### config.mk
export PLATFORM = sky130hd
export DESIGN_NAME = pat_scan_ctrl_flat
export DESIGN_NICKNAME = d
export VERILOG_FILES = /design/src/rtl/pat_scan_ctrl_pkg.sv /design/src/rtl/pat_scan_ctrl_if.sv /design/src/rtl/pat_window_match.sv /design/src/rtl/pat_scan_ctrl.sv /design/src/flat_wrapper.sv
export SDC_FILE = /design/constraint.sdc
export NUM_CORES = 1
export LEC_CHECK = 0
export ABC_CLOCK_PERIOD_IN_PS = 2080
export CAP_MARGIN = 20
export CORE_MARGIN = 4
export CORE_UTILIZATION = 40
export DETAILED_ROUTE_END_ITERATION = 12
export PLACE_DENSITY = 0.59
export SKIP_CTS_REPAIR_TIMING = 1
export SLEW_MARGIN = 25
export SYNTH_ARGS = -nofsm -noshare
export SYNTH_HDL_FRONTEND = slang
export SYNTH_HIERARCHICAL = 1
export SYNTH_SLANG_ARGS = --single-unit
### constraint.sdc
create_clock -name clk -period 2.08 [get_ports clk]
set_input_delay 0.624 -clock clk [delete_from_list [all_inputs] [get_ports clk]]
set_output_delay 0.624 -clock clk [all_outputs]
set_load 0.03 [all_outputs]
### src/rtl/pat_scan_ctrl_pkg.sv
// Shared types for the bit-serial pattern detector family.
package pat_scan_ctrl_pkg;

    localparam int STATE_W = 2;

    typedef enum logic [STATE_W-1:0] {
        IDLE  = 2'd0,
        SHIFT = 2'd1,
        DONE  = 2'd2
    } state_t;

endpackage

### src/rtl/pat_scan_ctrl_if.sv
// Host-side bundle of the pattern scan sequencer: request/operands in, status/results out.
interface pat_scan_ctrl_if #(
    parameter int DW = 16,
    parameter int PW = 5,
    parameter int CW = 5
);
    logic          start;
    logic [DW-1:0] data_in;
    logic [PW-1:0] pat;
    logic          busy;
    logic          done;
    logic          bit_o;
    logic          hit;
    logic [CW-1:0] match_cnt;

    modport master (
        output start, data_in, pat,
        input  busy, done, bit_o, hit, match_cnt
    );

    modport slave (
        input  start, data_in, pat,
        output busy, done, bit_o, hit, match_cnt
    );
endinterface

### src/rtl/pat_window_match.sv
// Sliding PW-bit window with fill counter and combinational match look-ahead.
// PAT_NOOVL_EN defined: a hit clears the fill counter (non-overlapping matches).
module pat_window_match #(
    parameter int PW = 5
) (
    input  logic          clk,
    input  logic          rst_b,
    input  logic          clr,
    input  logic          shift_en,
    input  logic          bit_in,
    input  logic [PW-1:0] pat,
    output logic          match_nxt
);
    localparam int FW = $clog2(PW + 1);

    logic [PW-1:0] window;
    logic [PW-1:0] window_nxt;
    logic [FW-1:0] fill;
    logic          full_nxt;

    // The incoming bit completes PW valid bits once PW-1 are already held.
    always_comb begin
        window_nxt = {window[PW-2:0], bit_in};
        full_nxt   = (fill >= FW'(PW - 1));
        match_nxt  = shift_en && full_nxt && (window_nxt == pat);
    end

    always_ff @(posedge clk or negedge rst_b) begin
        if (!rst_b) begin
            window <= '0;
            fill   <= '0;
        end else if (clr) begin
            window <= '0;
            fill   <= '0;
        end else if (shift_en) begin
            window <= window_nxt;
`ifdef PAT_NOOVL_EN
            if (match_nxt)
                fill <= '0;
            else if (fill != FW'(PW))
                fill <= fill + 1'b1;
`else
            if (fill != FW'(PW))
                fill <= fill + 1'b1;
`endif
        end
    end
endmodule

### src/rtl/pat_scan_ctrl.sv
// Word-level sequencer: latches a word/pattern, shifts it MSB-first into the matcher, counts hits.
// Overlap behaviour selected by PAT_NOOVL_EN (see pat_window_match).
module pat_scan_ctrl
    import pat_scan_ctrl_pkg::*;
#(
    parameter int DW = 16,
    parameter int PW = 5,
    parameter int CW = 5
) (
    input  logic                 clk,
    input  logic                 rst_b,
    pat_scan_ctrl_if.slave       bus
);
    localparam int IW = (DW > 1) ? $clog2(DW) : 1;

    state_t        state;
    state_t        state_nxt;
    logic [DW-1:0] data_q;
    logic [PW-1:0] pat_q;
    logic [IW-1:0] idx;
    logic [CW-1:0] match_cnt;
    logic          bit_q;
    logic          hit_q;
    logic          accept;
    logic          shift_en;
    logic          match_nxt;

    always_comb begin
        state_nxt = state;
        accept    = 1'b0;
        shift_en  = 1'b0;
        case (state)
            IDLE: begin
                if (bus.start) begin
                    accept    = 1'b1;
                    state_nxt = SHIFT;
                end
            end
            SHIFT: begin
                shift_en = 1'b1;
                if (idx == IW'(DW - 1))
                    state_nxt = DONE;
            end
            DONE:    state_nxt = IDLE;
            default: state_nxt = IDLE;
        endcase
    end

    always_ff @(posedge clk or negedge rst_b) begin
        if (!rst_b)
            state <= IDLE;
        else
            state <= state_nxt;
    end

    always_ff @(posedge clk or negedge rst_b) begin
        if (!rst_b) begin
            data_q    <= '0;
            pat_q     <= '0;
            idx       <= '0;
            match_cnt <= '0;
            bit_q     <= 1'b0;
            hit_q     <= 1'b0;
        end else begin
            bit_q <= shift_en & data_q[DW-1];
            hit_q <= match_nxt;
            if (accept) begin
                data_q    <= bus.data_in;
                pat_q     <= bus.pat;
                idx       <= '0;
                match_cnt <= '0;
            end else if (shift_en) begin
                data_q <= {data_q[DW-2:0], 1'b0};
                idx    <= idx + 1'b1;
                if (match_nxt && (match_cnt != '1))
                    match_cnt <= match_cnt + 1'b1;
            end
        end
    end

    pat_window_match #(
        .PW (PW)
    ) u_match (
        .clk       (clk),
        .rst_b     (rst_b),
        .clr       (accept),
        .shift_en  (shift_en),
        .bit_in    (data_q[DW-1]),
        .pat       (pat_q),
        .match_nxt (match_nxt)
    );

    assign bus.busy      = (state == SHIFT);
    assign bus.done      = (state == DONE);
    assign bus.bit_o     = bit_q;
    assign bus.hit       = hit_q;
    assign bus.match_cnt = match_cnt;
endmodule

### src/flat_wrapper.sv
// flat-port wrapper written by rule: the top's interface ports become plain ports
module pat_scan_ctrl_flat import pat_scan_ctrl_pkg::*;
#(
    parameter int DW = 16,
    parameter int PW = 5,
    parameter int CW = 5
)
  (clk, rst_b, bus_start, bus_data_in, bus_pat, bus_busy, bus_done, bus_bit_o, bus_hit, bus_match_cnt);
  pat_scan_ctrl_if #(.DW(DW), .PW(PW), .CW(CW)) bus_i ();
  input  logic clk;
  input  logic rst_b;
  input wire logic [$bits(bus_i.start)-1:0] bus_start;
  input wire logic [$bits(bus_i.data_in)-1:0] bus_data_in;
  input wire logic [$bits(bus_i.pat)-1:0] bus_pat;
  output wire logic [$bits(bus_i.busy)-1:0] bus_busy;
  output wire logic [$bits(bus_i.done)-1:0] bus_done;
  output wire logic [$bits(bus_i.bit_o)-1:0] bus_bit_o;
  output wire logic [$bits(bus_i.hit)-1:0] bus_hit;
  output wire logic [$bits(bus_i.match_cnt)-1:0] bus_match_cnt;
  assign bus_i.start = bus_start;
  assign bus_i.data_in = bus_data_in;
  assign bus_i.pat = bus_pat;
  assign bus_busy = bus_i.busy;
  assign bus_done = bus_i.done;
  assign bus_bit_o = bus_i.bit_o;
  assign bus_hit = bus_i.hit;
  assign bus_match_cnt = bus_i.match_cnt;
  pat_scan_ctrl #(.DW(DW), .PW(PW), .CW(CW)) u_core (.clk(clk), .rst_b(rst_b), .bus(bus_i));
endmodule
# Yosys cells after proc, flatten, opt, wreduce, memory -nomap -nowiden
# Index checks and enable logic that the tools add are counted.
# word_totals
reg_bits	41
input_bits	24
# op_classes
add_sub_neg	3
n_lt_le_gt_ge	1
eq_ne	8
muxes	18
n_bitwise	1
reduce_logical	10
# op_table
cell	n
$mux W16	2
$mux W4	4
$mux W5	3
$mux W3	3
$reduce_and A2 Y1	3
$reduce_bool A2 Y1	3
$add A5 B1 Y5 const B	1
$eq A5 B5 Y1	1
$ne A5 B5 Y1 const B	1
$add A4 B1 Y4 const B	1
$eq A4 B4 Y1 const B	1
$mux W2	2
$pmux W2 S2	1
$add A3 B1 Y3 const B	1
$ge A3 B3 Y1 const B	1
$logic_and A1 B1 Y1	3
$mux W1	3
$ne A3 B3 Y1 const B	1
$eq A2 B1 Y1 const B	1
$eq A2 B2 Y1 const B	1
$logic_not A2 Y1	1
$ne A2 B1 Y1 const B	1
$ne A2 B2 Y1 const B	1
$and A1 B1 Y1	1

# Logic depth before layout (Yosys ltp)
# Gate-level depths: netlist of run 1.
# logic_depth
ltp_word	8
mapped_depth	9
depth_no_buf	7

# Hierarchy
# Netlist of run 1, hierarchy kept.
# modules_own_cells
mod	instances	cells_each	area_per_inst_um2	seq_area_each_um2
pat_scan_ctrl	1	143	1551.5	850.8
pat_window_match	1	35	401.6	175.2

# Worst setup path before layout of run 1
# No wires, ideal clock.
# synth_path
path_kind	flip-flop to flip-flop
startpoint	register u_core.state[1]
endpoint	register u_core.match_cnt[3] (netlist: u_core/bus.match_cnt[3])
setup_ps	77
arrival_time_ps	1903
t_required_ps	2003
slack_ps	100
stages_incl_launch_ff	10
period_less_slack_ps	1980
path_cell_list	dfrtp_1 -> nand2b_2 -> inv_1 -> buf_4 -> buf_6 -> nand3_1 -> nor2_1 -> nand4bb_1 -> or3_1 -> a21oi_1
# synth_via
elab_chain_len	7
word_cells_on_any_way	11
classes_between	1 x eq/ne; 3 x mux; 7 x reduce/logical
# synth_rtl
item	line	rtl
start, declared	pat_scan_ctrl.sv:16	state_t state;
start signal, assigned	pat_scan_ctrl.sv:53	state <= state_nxt;
$eq A2 B1 Y1	--	
via bus_busy	flat_wrapper.sv:15	output wire logic [$bits(bus_i.busy)-1:0] bus_busy;
$mux W1	pat_scan_ctrl.sv:32	case (state)
$logic_and A1 B1 Y1 (2 in a row)	pat_window_match.sv:25	match_nxt = shift_en && full_nxt && (window_nxt == pat);
via u_core.match_nxt	pat_scan_ctrl.sv:26	logic match_nxt;
$logic_and A1 B1 Y1	pat_scan_ctrl.sv:75	if (match_nxt && (match_cnt != '1))
$reduce_bool A2 Y1 (no source line)	--	
$reduce_and A2 Y1 (no source line)	--	
end signal, assigned	pat_scan_ctrl.sv:76	match_cnt <= match_cnt + 1'b1;
end, declared	pat_scan_ctrl.sv:21	logic [CW-1:0] match_cnt;
# The timed path passes the listed nets, and every way through them passes these cells.
# A chain may end at the register's enable or synchronous reset.

# Worst setup path in the final report of run 1
# layout_path
startpoint	register u_core.match_cnt[0] (netlist: u_core/bus.match_cnt[0])
endpoint	output bus_match_cnt[0]
# layout_rtl
item	line	rtl
end, declared	flat_wrapper.sv:19	output wire logic [$bits(bus_i.match_cnt)-1:0] bus_match_cnt;
# No word-level cell between the ends.

==> results.txt, run 1 <==
----------------------------------------------------
[Yosys]
  Post-synth ARST share ... 1.00
  Most area-consuming cells after synthesis ... sky130_fd_sc_hd__dfrtp_1 53%, sky130_fd_sc_hd__nand2_1 9.6%, sky130_fd_sc_hd__a22oi_2 7.7%, sky130_fd_sc_hd__ha_1 3.2%, sky130_fd_sc_hd__mux2i_1 3.1%
  Fraction of post-synthesis cell area in the top cell type by area ... 0.525
  Area fraction in compound gates after synthesis ... 0.133
  Synth Area in Adders ... 0.0320
  Synthesized area per cell ... 11.0 µm²
  Post-synth top flop ... sky130_fd_sc_hd__dfrtp_1
  Number of enable-type register cells in the synthesized netlist ... 0
  Sequential cell area fraction in the yosys report ... 0.525
  Post-Syn Instances ... 178
  Number of synthesized register bits ... 41
  Main combinational cell family by area after synthesis ... simple AND/OR/NAND/NOR gates
  List of most frequent post-synthesis cells ... 50 x sky130_fd_sc_hd__nand2_1, 41 x sky130_fd_sc_hd__dfrtp_1, 12 x sky130_fd_sc_hd__a22oi_2
  Post-synthesis cell type with the largest combined area ... sky130_fd_sc_hd__dfrtp_1
  Number of distinct library cells after synthesis ... 39
  Post-synthesis net count ... 207
  Fraction of synthesized area in multiplexers ... 0.0384
  Yosys Warn Count ... 6
  Area fraction in and, or, nand and nor cells after synthesis ... 0.199
  Post-Synth XOR/XNOR Area ... 0.0269
  Leading cell type by number of instances after synthesis ... sky130_fd_sc_hd__nand2_1
  Post-synth design cell area ... 1950 µm²

[Critical path]
  Startpoint types ... register
  Reg-to-Reg Start ... u_core/bus.match_cnt[0]$_DFFE_PN0P_
  Setup crit end kind ... output port
  CP Cell Sequence ... clkdlybuf4s50_1
  Required time at the worst-slack endpoint ... 1460 ps
  Critical R2R Capture ... u_core/bus.match_cnt[3]$_DFFE_PN0P_
  Setup slack of the most critical reg-to-reg path ... 160 ps
  Cell family with most CP delay ... buffers and inverters
  Critical-path cell with the highest stage delay ... sky130_fd_sc_hd__clkdlybuf4s50_1
  Count of buffering cells on the critical path with inverters included ... 1
  Largest incremental delay on the critical path ... 700 ps
  FF-to-FF path depth ... 6
  Worst endpoint data arrival time ... 1410 ps
  Critical Path Fanout Max ... 5
  Critical path class ... register to output port

[Placement]
  Number of instances in the placed design ... 278
  Detailed placement HPWL ... 2.87 mm
  Cell area reported after detailed placement ... 2370 µm²
  Quantity of I/O buffers inserted on ports ... 32
  Final weighted congestion in routability-driven placement ... 0.785

[STA]
  Number of failing setup endpoints in the final timing report ... 0
  Final max-slew violation count ... 0
  Clock period minus final worst setup slack ... 2030 ps
  Achievable clock frequency ... 493 MHz
  Skew final ... 3.03 ps
  Worst slew margin ... 0.684
  Hold violation total from the final report ... 0
  Final clock period utilization by the worst path ... 0.976
  Setup repair after global routing missed its margin ... no
  Slew at the pin closest to its max-slew limit ... 474 ps

[Drt]
  Number of design-rule violations left by the first detailed-router iteration ... 69
  Vias post-DR ... 1,379
  WL final ... 3.96 mm
  Remaining antenna violation count ... 0
  Routed len/inst ... 13.8 µm
  Via density ... 4.82
  Number of optimization iterations in the first detailed-route pass ... 4
  Count of unresolved DRC violations after routing ... 0

[Job]
  Max-cap violations ... 0

[Cells and area]
  Fill cell instance count of the final layout ... 434
  Post-route design area ... 2460 µm²
  Utilization after layout ... 0.521
  Footprint of the flip-flops and latches ... 1030 µm²
  Number of standard cells in the final layout excluding fillers ... 286
  Antenna diode instance count ... 0
  Multi-input gate area ... 845 µm²
  Final nets ... 247
  Layout cell share with drive strength beyond 1 ... 0.183
  Post-synthesis to final-layout area growth ... 26.0%

[Floorplan]
  # IOs ... 33
  Die X-Extent ... 77.9 µm
  Area inside the core boundary ... 4720 µm²
  Num rows ... 25
  Die height ... 77.9 µm
  Effective utilization at floorplan ... 0.414
  Total Die Area ... 6060 µm²

[Global route]
  Global-route total usage across every layer ... 0.145
  Pin count of the biggest net entering global routing ... 24
  Initial antenna violation count ... 0
  Total grt overflow ... 0
  Global-route wire length before repair ... 6.92 mm
  Vias in the first global route ... 1,458

[CTS]
  Cts bufs inserted ... 5
  Level count of the clock H-tree ... 2
  Maximum buffer depth of the clock tree ... 2
  Sink Count ... 41
  Clock transition time at the flip-flop clock pins of the worst setup and hold paths ... 70 ps
  CTS tree ... built
  Root Driver ... sky130_fd_sc_hd__clkbuf_8
  Clock latency at the later pin of the worst-skew pair ... 290 ps

[Pwr]
  Maximum resistive drop on vdd ... 547 µV
  Power per Cell Area ... 1320 nW/µm²
  P_leak ... 0.00119 µW
  Design Power ... 3240 µW

[Hold path]
  Path type of the worst min-delay path ... primary input to async pin

[Run status]
  Run status ... completed

----------------------------------------------------
-- how the worst max path moves through the flow --
stage | start | end | depth (start not counted)
detailed placement | bus_start | u_core/data_q[11]$_DFFE_PN0P_ | 6
CTS | u_core/state[0]$_DFFE_PN0P_ | bus_done | 2
finish | u_core/bus.match_cnt[0]$_DFFE_PN0P_ | bus_match_cnt[0] | 1
floorplan | u_core/state[1]$_DFFE_PN0P_ | u_core/bus.match_cnt[3]$_DFFE_PN0P_ | 9
global placement | bus_start | u_core/data_q[11]$_DFFE_PN0P_ | 6
global route | u_core/state[1]$_DFFE_PN0P_ | bus_busy | 4
-- report_power, final --
part | total, µW | internal (µW) | switching, µW
Clock | 496 | 239 | 258
Sequential | 1380 | 1120 | 260
Combinational | 1360 | 670 | 694
-- logic make-up (layout without fill, tap and decap cells) --
logic type | after synthesis | after routing
fa+ha+maj | 5 | 5
mux | 7 | 7
compound gates | 26 | 26
simple gates | 83 | 83
xor+xnor | 6 | 6
buf+inv | 10 | 51
flops | 41 | 41
-- per-layer routing --
metal	vias up	part of all wire	track usage
met1	662	0.44	0.191
met3	6	0.040	0.0406
met2	22	0.50	0.228
li1	689	-	-
met5	-	0	0
met4	0	0.013	0.0480
-- final cells by class --
class	count	area share
Clock buffer	8	0.0325
Inverter	3	0.00559
Multi-Input combinational cell	127	0.343
Sequential cell	41	0.417
Tap cell	67	0.0341
Timing Repair Buffer	40	0.168
-- cells in the final DEF (no fill, tap or decap), types with 2 or more instances in the layout --
cell type / synthesis / final
sky130_fd_sc_hd__a21oi_1: 2 / 2
sky130_fd_sc_hd__a22o_1: 2 / 2
sky130_fd_sc_hd__a22oi_1: 3 / 3
sky130_fd_sc_hd__a22oi_2: 12 / 12
sky130_fd_sc_hd__buf_12: 1 / 3
sky130_fd_sc_hd__buf_4: 1 / 6
sky130_fd_sc_hd__clkbuf_1: 1 / 3
sky130_fd_sc_hd__clkbuf_8: 0 / 5
sky130_fd_sc_hd__clkdlybuf4s50_1: 0 / 29
sky130_fd_sc_hd__dfrtp_1: 41 / 41
sky130_fd_sc_hd__ha_1: 5 / 5
sky130_fd_sc_hd__inv_1: 2 / 2
sky130_fd_sc_hd__mux2i_1: 6 / 6
sky130_fd_sc_hd__nand2_1: 50 / 50
sky130_fd_sc_hd__nand2_2: 5 / 5
sky130_fd_sc_hd__nand3_1: 6 / 6
sky130_fd_sc_hd__nand4_1: 2 / 2
sky130_fd_sc_hd__nor2_1: 8 / 8
sky130_fd_sc_hd__o21ai_0: 3 / 3
sky130_fd_sc_hd__xnor2_1: 6 / 6
-- registers in the layout, summed over array words and instances, names as in the netlist --
name / cells
u_core/idx: 4
u_core/state: 2
u_core/bus.hit: 1
u_core/u_match/fill: 3
u_core/bus.bit_o: 1
u_core/u_match/window: 4
u_core/data_q: 16
u_core/pat_q: 5
u_core/bus.match_cnt: 5
-- metrics by stage --
| step | TNS [ps] | setup WS (ps) | hold WS (ps) |
|---|---|---|---|
| 2_1_floorplan | 0 | 99.7 | 328 |
| 4_1_cts | -110 | -108 | 293 |
| 6_report | 0 | 49.9 | 283 |
| 5_1_grt | 0 | 1.77 | 307 |
| 3_3_place_gp | 0 | 95.9 | 464 |
| 3_5_place_dp | 0 | 71.7 | 471 |
No activity file was read; power rests on OpenSTA's default activity.
==> run 2: changes to the inputs <==
--- a/config.mk
+++ b/config.mk
@@ -11,9 +11,11 @@
 export CORE_UTILIZATION = 40
 export DETAILED_ROUTE_END_ITERATION = 12
 export PLACE_DENSITY = 0.59
+export REMOVE_ABC_BUFFERS = 1
 export SKIP_CTS_REPAIR_TIMING = 1
 export SLEW_MARGIN = 25
 export SYNTH_ARGS = -nofsm -noshare
 export SYNTH_HDL_FRONTEND = slang
 export SYNTH_HIERARCHICAL = 1
 export SYNTH_SLANG_ARGS = --single-unit
+export TNS_END_PERCENT = 10
==> run 2 against run 1 <==
  * Count of clock-buffer cells in the layout fell by 3
  * Register-to-register slack better by 70 ps
  * Critical endpoint is now bus_match_cnt[1]
  * Core utilization grew 0.29 points
  * Final cell count increased by 0.35%
  * Largest cell class unchanged
==> results.txt, run 2 (synthesis results as in run 1) <==
----------------------------------------------------
[Run status]
  Run status ... completed

[Floorplan]
  Die height ... 77.9 µm
  Total Die Area ... 6060 µm²
  Area inside the core boundary ... 4720 µm²
  Effective utilization at floorplan ... 0.414
  Die X-Extent ... 77.9 µm
  Num rows ... 25
  # IOs ... 33

[Critical path]
  Launch point of the worst path ... u_core/bus.match_cnt[1]$_DFFE_PN0P_
  Critical path class ... register to output port
  Critical-path cell with the highest stage delay ... sky130_fd_sc_hd__clkdlybuf4s50_1
  Startpoint types ... register
  Required time at the worst-slack endpoint ... 1460 ps
  Critical R2R Capture ... u_core/bus.match_cnt[3]$_DFFE_PN0P_
  Worst endpoint data arrival time ... 1380 ps
  Setup slack of the most critical reg-to-reg path ... 230 ps
  Setup crit end kind ... output port
  CP Cell Sequence ... clkdlybuf4s50_1
  Count of buffering cells on the critical path with inverters included ... 1
  Largest incremental delay on the critical path ... 690 ps
  Critical Path Fanout Max ... 4
  Reg-to-Reg Start ... u_core/bus.match_cnt[0]$_DFFE_PN0P_
  Cell family with most CP delay ... buffers and inverters
  FF-to-FF path depth ... 6

[STA]
  Skew final ... 6.33 ps
  Post-route worst setup slack ... 76.2 ps
  Final max-slew violation count ... 0
  Total negative slack ... 0 ps
  Slew at the pin closest to its max-slew limit ... 514 ps
  Achievable clock frequency ... 499 MHz
  Worst slew margin ... 0.658
  Number of failing setup endpoints in the final timing report ... 0
  Hold violation total from the final report ... 0
  Final clock period utilization by the worst path ... 0.963
  Setup repair after global routing missed its margin ... no
  Clock period minus final worst setup slack ... 2000 ps

[CTS]
  Clock latency at the later pin of the worst-skew pair ... 280 ps
  Clock transition time at the flip-flop clock pins of the worst setup and hold paths ... 80 ps
  CTS tree ... built
  Maximum buffer depth of the clock tree ... 2
  Root Driver ... sky130_fd_sc_hd__clkbuf_8
  Sink Count ... 41
  Cts bufs inserted ... 5
  Level count of the clock H-tree ... 2

[Placement]
  Pre-CTS WS ... 43.9 ps
  Quantity of I/O buffers inserted on ports ... 32
  Detailed placement HPWL ... 2.82 mm
  Final weighted congestion in routability-driven placement ... 0.771

[Drt]
  Remaining antenna violation count ... 0
  Count of unresolved DRC violations after routing ... 0
  Vias post-DR ... 1,431
  Routed len/inst ... 13.3 µm
  Number of optimization iterations in the first detailed-route pass ... 4
  Number of design-rule violations left by the first detailed-router iteration ... 87
  Via density ... 4.99
  WL final ... 3.82 mm

[Pwr]
  P_leak ... 0.00124 µW
  Maximum resistive drop on vdd ... 551 µV
  Power per Cell Area ... 1350 nW/µm²

[Hold path]
  Path type of the worst min-delay path ... primary input to async pin

[Global route]
  Global-route total usage across every layer ... 0.142
  Pin count of the biggest net entering global routing ... 42
  Initial antenna violation count ... 0
  Global-route wire length before repair ... 6.93 mm
  Total grt overflow ... 0
  Vias in the first global route ... 1,495

[Cells and area]
  Highest-count cells in the layout ignoring fill and taps ... 50 x sky130_fd_sc_hd__nand2_1, 41 x sky130_fd_sc_hd__dfrtp_1, 27 x sky130_fd_sc_hd__clkdlybuf4s50_1, 12 x sky130_fd_sc_hd__a22oi_2, 10 x sky130_fd_sc_hd__buf_4
  Layout cell share with drive strength beyond 1 ... 0.200
  Most common library cell in the layout ignoring fill and taps ... sky130_fd_sc_hd__nand2_1
  Post-synthesis to final-layout area growth ... 26.7%
  Registers with the highest flip-flop counts ... u_core/data_q: 16 flops, u_core/bus.match_cnt: 5 flops, u_core/pat_q: 5 flops
  Number of flip-flops in the largest register ... 16
  Final nets ... 249
  Utilization after layout ... 0.524
  Antenna diode instance count ... 0
  Largest register by flop count ... u_core/data_q

[Job]
  Max-cap violations ... 0

----------------------------------------------------
## run 2: metrics by stage
step           area (µm²)  hold slack, ps  cells  power (µW)
2_1_floorplan        1880             328    171        2290
3_3_place_gp         2360             460    280        2700
3_5_place_dp         2360             468    280        2780
4_1_cts              2470             404    287        3400
5_1_grt              2470             437    287        3630
6_report             2470             393    287        3350
## run 2: worst max path at each step
stage	end	cells past startpoint
floorplan	u_core/bus.match_cnt[3]$_DFFE_PN0P_	7
global placement	u_core/data_q[11]$_DFFE_PN0P_	6
global route	bus_match_cnt[1]	1
finish	bus_match_cnt[1]	1
detailed placement	u_core/data_q[13]$_DFFE_PN0P_	6
CTS	bus_done	2
## run 2: layer usage
metal  global-route usage  vias up  part of all wire
met5                    0        -                 0
met4               0.0480        0            0.0037
met3               0.0452        2             0.068
met2                0.219       46              0.48
met1                0.188      696              0.45
li1                     -      687                 -
## run 2: area by class of cell
cell class              count  area [µm²]
inverters                   3        13.8
repair buffers             42         408
multi-input cells         127         840
clock buffers               5        68.8
clock inverters             2        35.0
fillers                   419        2250
well taps                  67        83.8
flip-flops and latches     41        1030
## run 2: power breakdown
part | leakage, µW | internal [µW] | total (µW) | switching [µW]
sequential | 0.000528 | 1120 | 1360 | 245
clock | 0.0000540 | 349 | 603 | 255
combinational | 0.000656 | 674 | 1390 | 713
==> run 3: changes to the inputs <==
--- a/config.mk
+++ b/config.mk
@@ -11,6 +11,7 @@
 export CORE_UTILIZATION = 40
 export DETAILED_ROUTE_END_ITERATION = 12
 export PLACE_DENSITY = 0.59
+export RECOVER_POWER = 100
 export REMOVE_ABC_BUFFERS = 1
 export SKIP_CTS_REPAIR_TIMING = 1
 export SLEW_MARGIN = 25
==> run 3 against run 2 <==
  * First-iteration DRC count is 13% lower
  * Final cell count stayed put
  * Power is 3.4% lower
  * Largest cell class unchanged
==> results.txt, run 3 (synthesis results as in run 1) <==
----------------------------------------------------
[Cells and area]
  Largest register by flop count ... u_core/data_q
  Registers with the highest flip-flop counts ... u_core/data_q: 16 flops, u_core/bus.match_cnt: 5 flops, u_core/pat_q: 5 flops
  Post-synthesis to final-layout area growth ... 21.4%
  Most common library cell in the layout ignoring fill and taps ... sky130_fd_sc_hd__nand2_1
  Utilization after layout ... 0.502
  Layout cell share with drive strength beyond 1 ... 0.132
  Highest-count cells in the layout ignoring fill and taps ... 50 x sky130_fd_sc_hd__nand2_1, 41 x sky130_fd_sc_hd__dfrtp_1, 24 x sky130_fd_sc_hd__clkdlybuf4s50_1, 14 x sky130_fd_sc_hd__a22oi_1, 8 x sky130_fd_sc_hd__nor2_1
  Final nets ... 249
  Antenna diode instance count ... 0
  Number of flip-flops in the largest register ... 16

[Run status]
  Run status ... completed

[Floorplan]
  Num rows ... 25
  Die height ... 77.9 µm
  Die X-Extent ... 77.9 µm
  # IOs ... 33
  Total Die Area ... 6060 µm²
  Effective utilization at floorplan ... 0.414
  Area inside the core boundary ... 4720 µm²

[CTS]
  Root Driver ... sky130_fd_sc_hd__clkbuf_8
  Clock latency at the later pin of the worst-skew pair ... 280 ps
  Level count of the clock H-tree ... 2
  Cts bufs inserted ... 5
  Clock transition time at the flip-flop clock pins of the worst setup and hold paths ... 80 ps
  CTS tree ... built
  Sink Count ... 41
  Maximum buffer depth of the clock tree ... 2

[STA]
  Skew final ... 5.99 ps
  Number of failing setup endpoints in the final timing report ... 0
  Slew at the pin closest to its max-slew limit ... 1010 ps
  Final max-slew violation count ... 0
  Worst slew margin ... 0.327
  Total negative slack ... 0 ps
  Clock period minus final worst setup slack ... 2000 ps
  Hold violation total from the final report ... 0
  Final clock period utilization by the worst path ... 0.963
  Setup repair after global routing missed its margin ... no
  Achievable clock frequency ... 499 MHz
  Post-route worst setup slack ... 77.4 ps
  Worst hold slack ... 483 ps

[Critical path]
  Critical path class ... register to output port
  Cell family with most CP delay ... buffers and inverters
  FF-to-FF path depth ... 6
  Setup slack of the most critical reg-to-reg path ... 230 ps
  Critical-path cell with the highest stage delay ... sky130_fd_sc_hd__clkdlybuf4s50_1
  Critical Path Fanout Max ... 4
  Critical R2R Capture ... u_core/bus.match_cnt[3]$_DFFE_PN0P_
  Worst endpoint data arrival time ... 1380 ps
  Required time at the worst-slack endpoint ... 1460 ps
  Startpoint types ... register
  Reg-to-Reg Start ... u_core/bus.match_cnt[0]$_DFFE_PN0P_
  Setup crit end kind ... output port
  CP Cell Sequence ... clkdlybuf4s50_1
  Largest incremental delay on the critical path ... 690 ps
  Count of buffering cells on the critical path with inverters included ... 1

[Drt]
  Number of design-rule violations left by the first detailed-router iteration ... 76
  WL final ... 3.82 mm
  Count of unresolved DRC violations after routing ... 0
  Via density ... 4.94
  Number of optimization iterations in the first detailed-route pass ... 4
  Vias post-DR ... 1,418
  Remaining antenna violation count ... 0
  Routed len/inst ... 13.3 µm

[Pwr]
  Power per Cell Area ... 1360 nW/µm²
  Maximum resistive drop on vdd ... 533 µV
  P_leak ... 0.00116 µW
  Design Power ... 3240 µW

[Placement]
  Quantity of I/O buffers inserted on ports ... 32
  Detailed placement HPWL ... 2.82 mm
  Final weighted congestion in routability-driven placement ... 0.771
  Pre-CTS WS ... 43.9 ps

[Global route]
  Vias in the first global route ... 1,495
  Initial antenna violation count ... 0
  Global-route wire length before repair ... 6.93 mm
  Pin count of the biggest net entering global routing ... 42
  Global-route total usage across every layer ... 0.142
  Total grt overflow ... 0

[Job]
  Max-cap violations ... 0

[Hold path]
  WHS Path Cells ... 2
  Path type of the worst min-delay path ... register to register
  Min-Delay Startpoint ... u_core/data_q[12]$_DFFE_PN0P_
  Destination of the worst hold path ... u_core/data_q[12]$_DFFE_PN0P_

----------------------------------------------------
==> run 3: changes by cell type in the layout (fill, tap and decap cells not counted), sizes merged <==
cell,change
buf,-6
clkbuf,+9
clkdlybuf4s50,-3
clkinvlp,+1
dlygate4sd3,+3
dlymetal6s2s,-3
inv,-1
==> run 3: layer usage <==
layer | vias up | track usage | wire length, µm
li1 | 686 | - | -
met1 | 683 | 0.188 | 1750
met2 | 45 | 0.219 | 1780
met3 | 4 | 0.0452 | 270
met4 | 0 | 0.0480 | 17
met5 | - | 0 | 0
==> run 3: final cells by class <==
cell class	instances	area [µm²]
fillers	443	2350
flip-flops and latches	41	1030
multi-input cells	127	782
repair buffers	42	363
well taps	67	83.8
clock buffers	5	68.8
clock inverters	2	35.0
inverters	3	12.5
==> run 3: how the worst max path moves through the flow <==
stage / startpoint / to / slack (ps) / depth (start not counted)
after floorplan: u_core/state[1]$_DFFE_PN0P_ / u_core/bus.match_cnt[3]$_DFFE_PN0P_ / -300 / 7
after CTS: u_core/state[1]$_DFFE_PN0P_ / bus_done / -100 / 2
after global routing: u_core/bus.match_cnt[1]$_DFFE_PN0P_ / bus_match_cnt[1] / 10 / 1
after global placement: bus_start / u_core/data_q[11]$_DFFE_PN0P_ / 70 / 6
after detailed placement: bus_start / u_core/data_q[13]$_DFFE_PN0P_ / 40 / 6
final: u_core/bus.match_cnt[1]$_DFFE_PN0P_ / bus_match_cnt[1] / 80 / 1
==> run 3: where the power goes <==
| group | total, µW | switching, µW | internal, µW | leakage [µW] |
|---|---|---|---|---|
| clock | 608 | 259 | 349 | 0.0000540 |
| sequential | 1350 | 233 | 1110 | 0.000528 |
| combinational | 1280 | 685 | 597 | 0.000579 |
| total | 3240 | 1180 | 2060 | 0.00116 |
==> run 3: per-stage QoR <==
step	cell area, µm²	cells
after floorplan	1880	171
after global placement	2360	280
after detailed placement	2360	280
after CTS	2470	287
after global routing	2370	287
final	2370	287
==> run 3: tightest hold or removal path, cell delays in order, from the launching register on <==
cell	delay, ps
sky130_fd_sc_hd__dfrtp_1	350
sky130_fd_sc_hd__nand2_1	50
sky130_fd_sc_hd__nand2_1	60
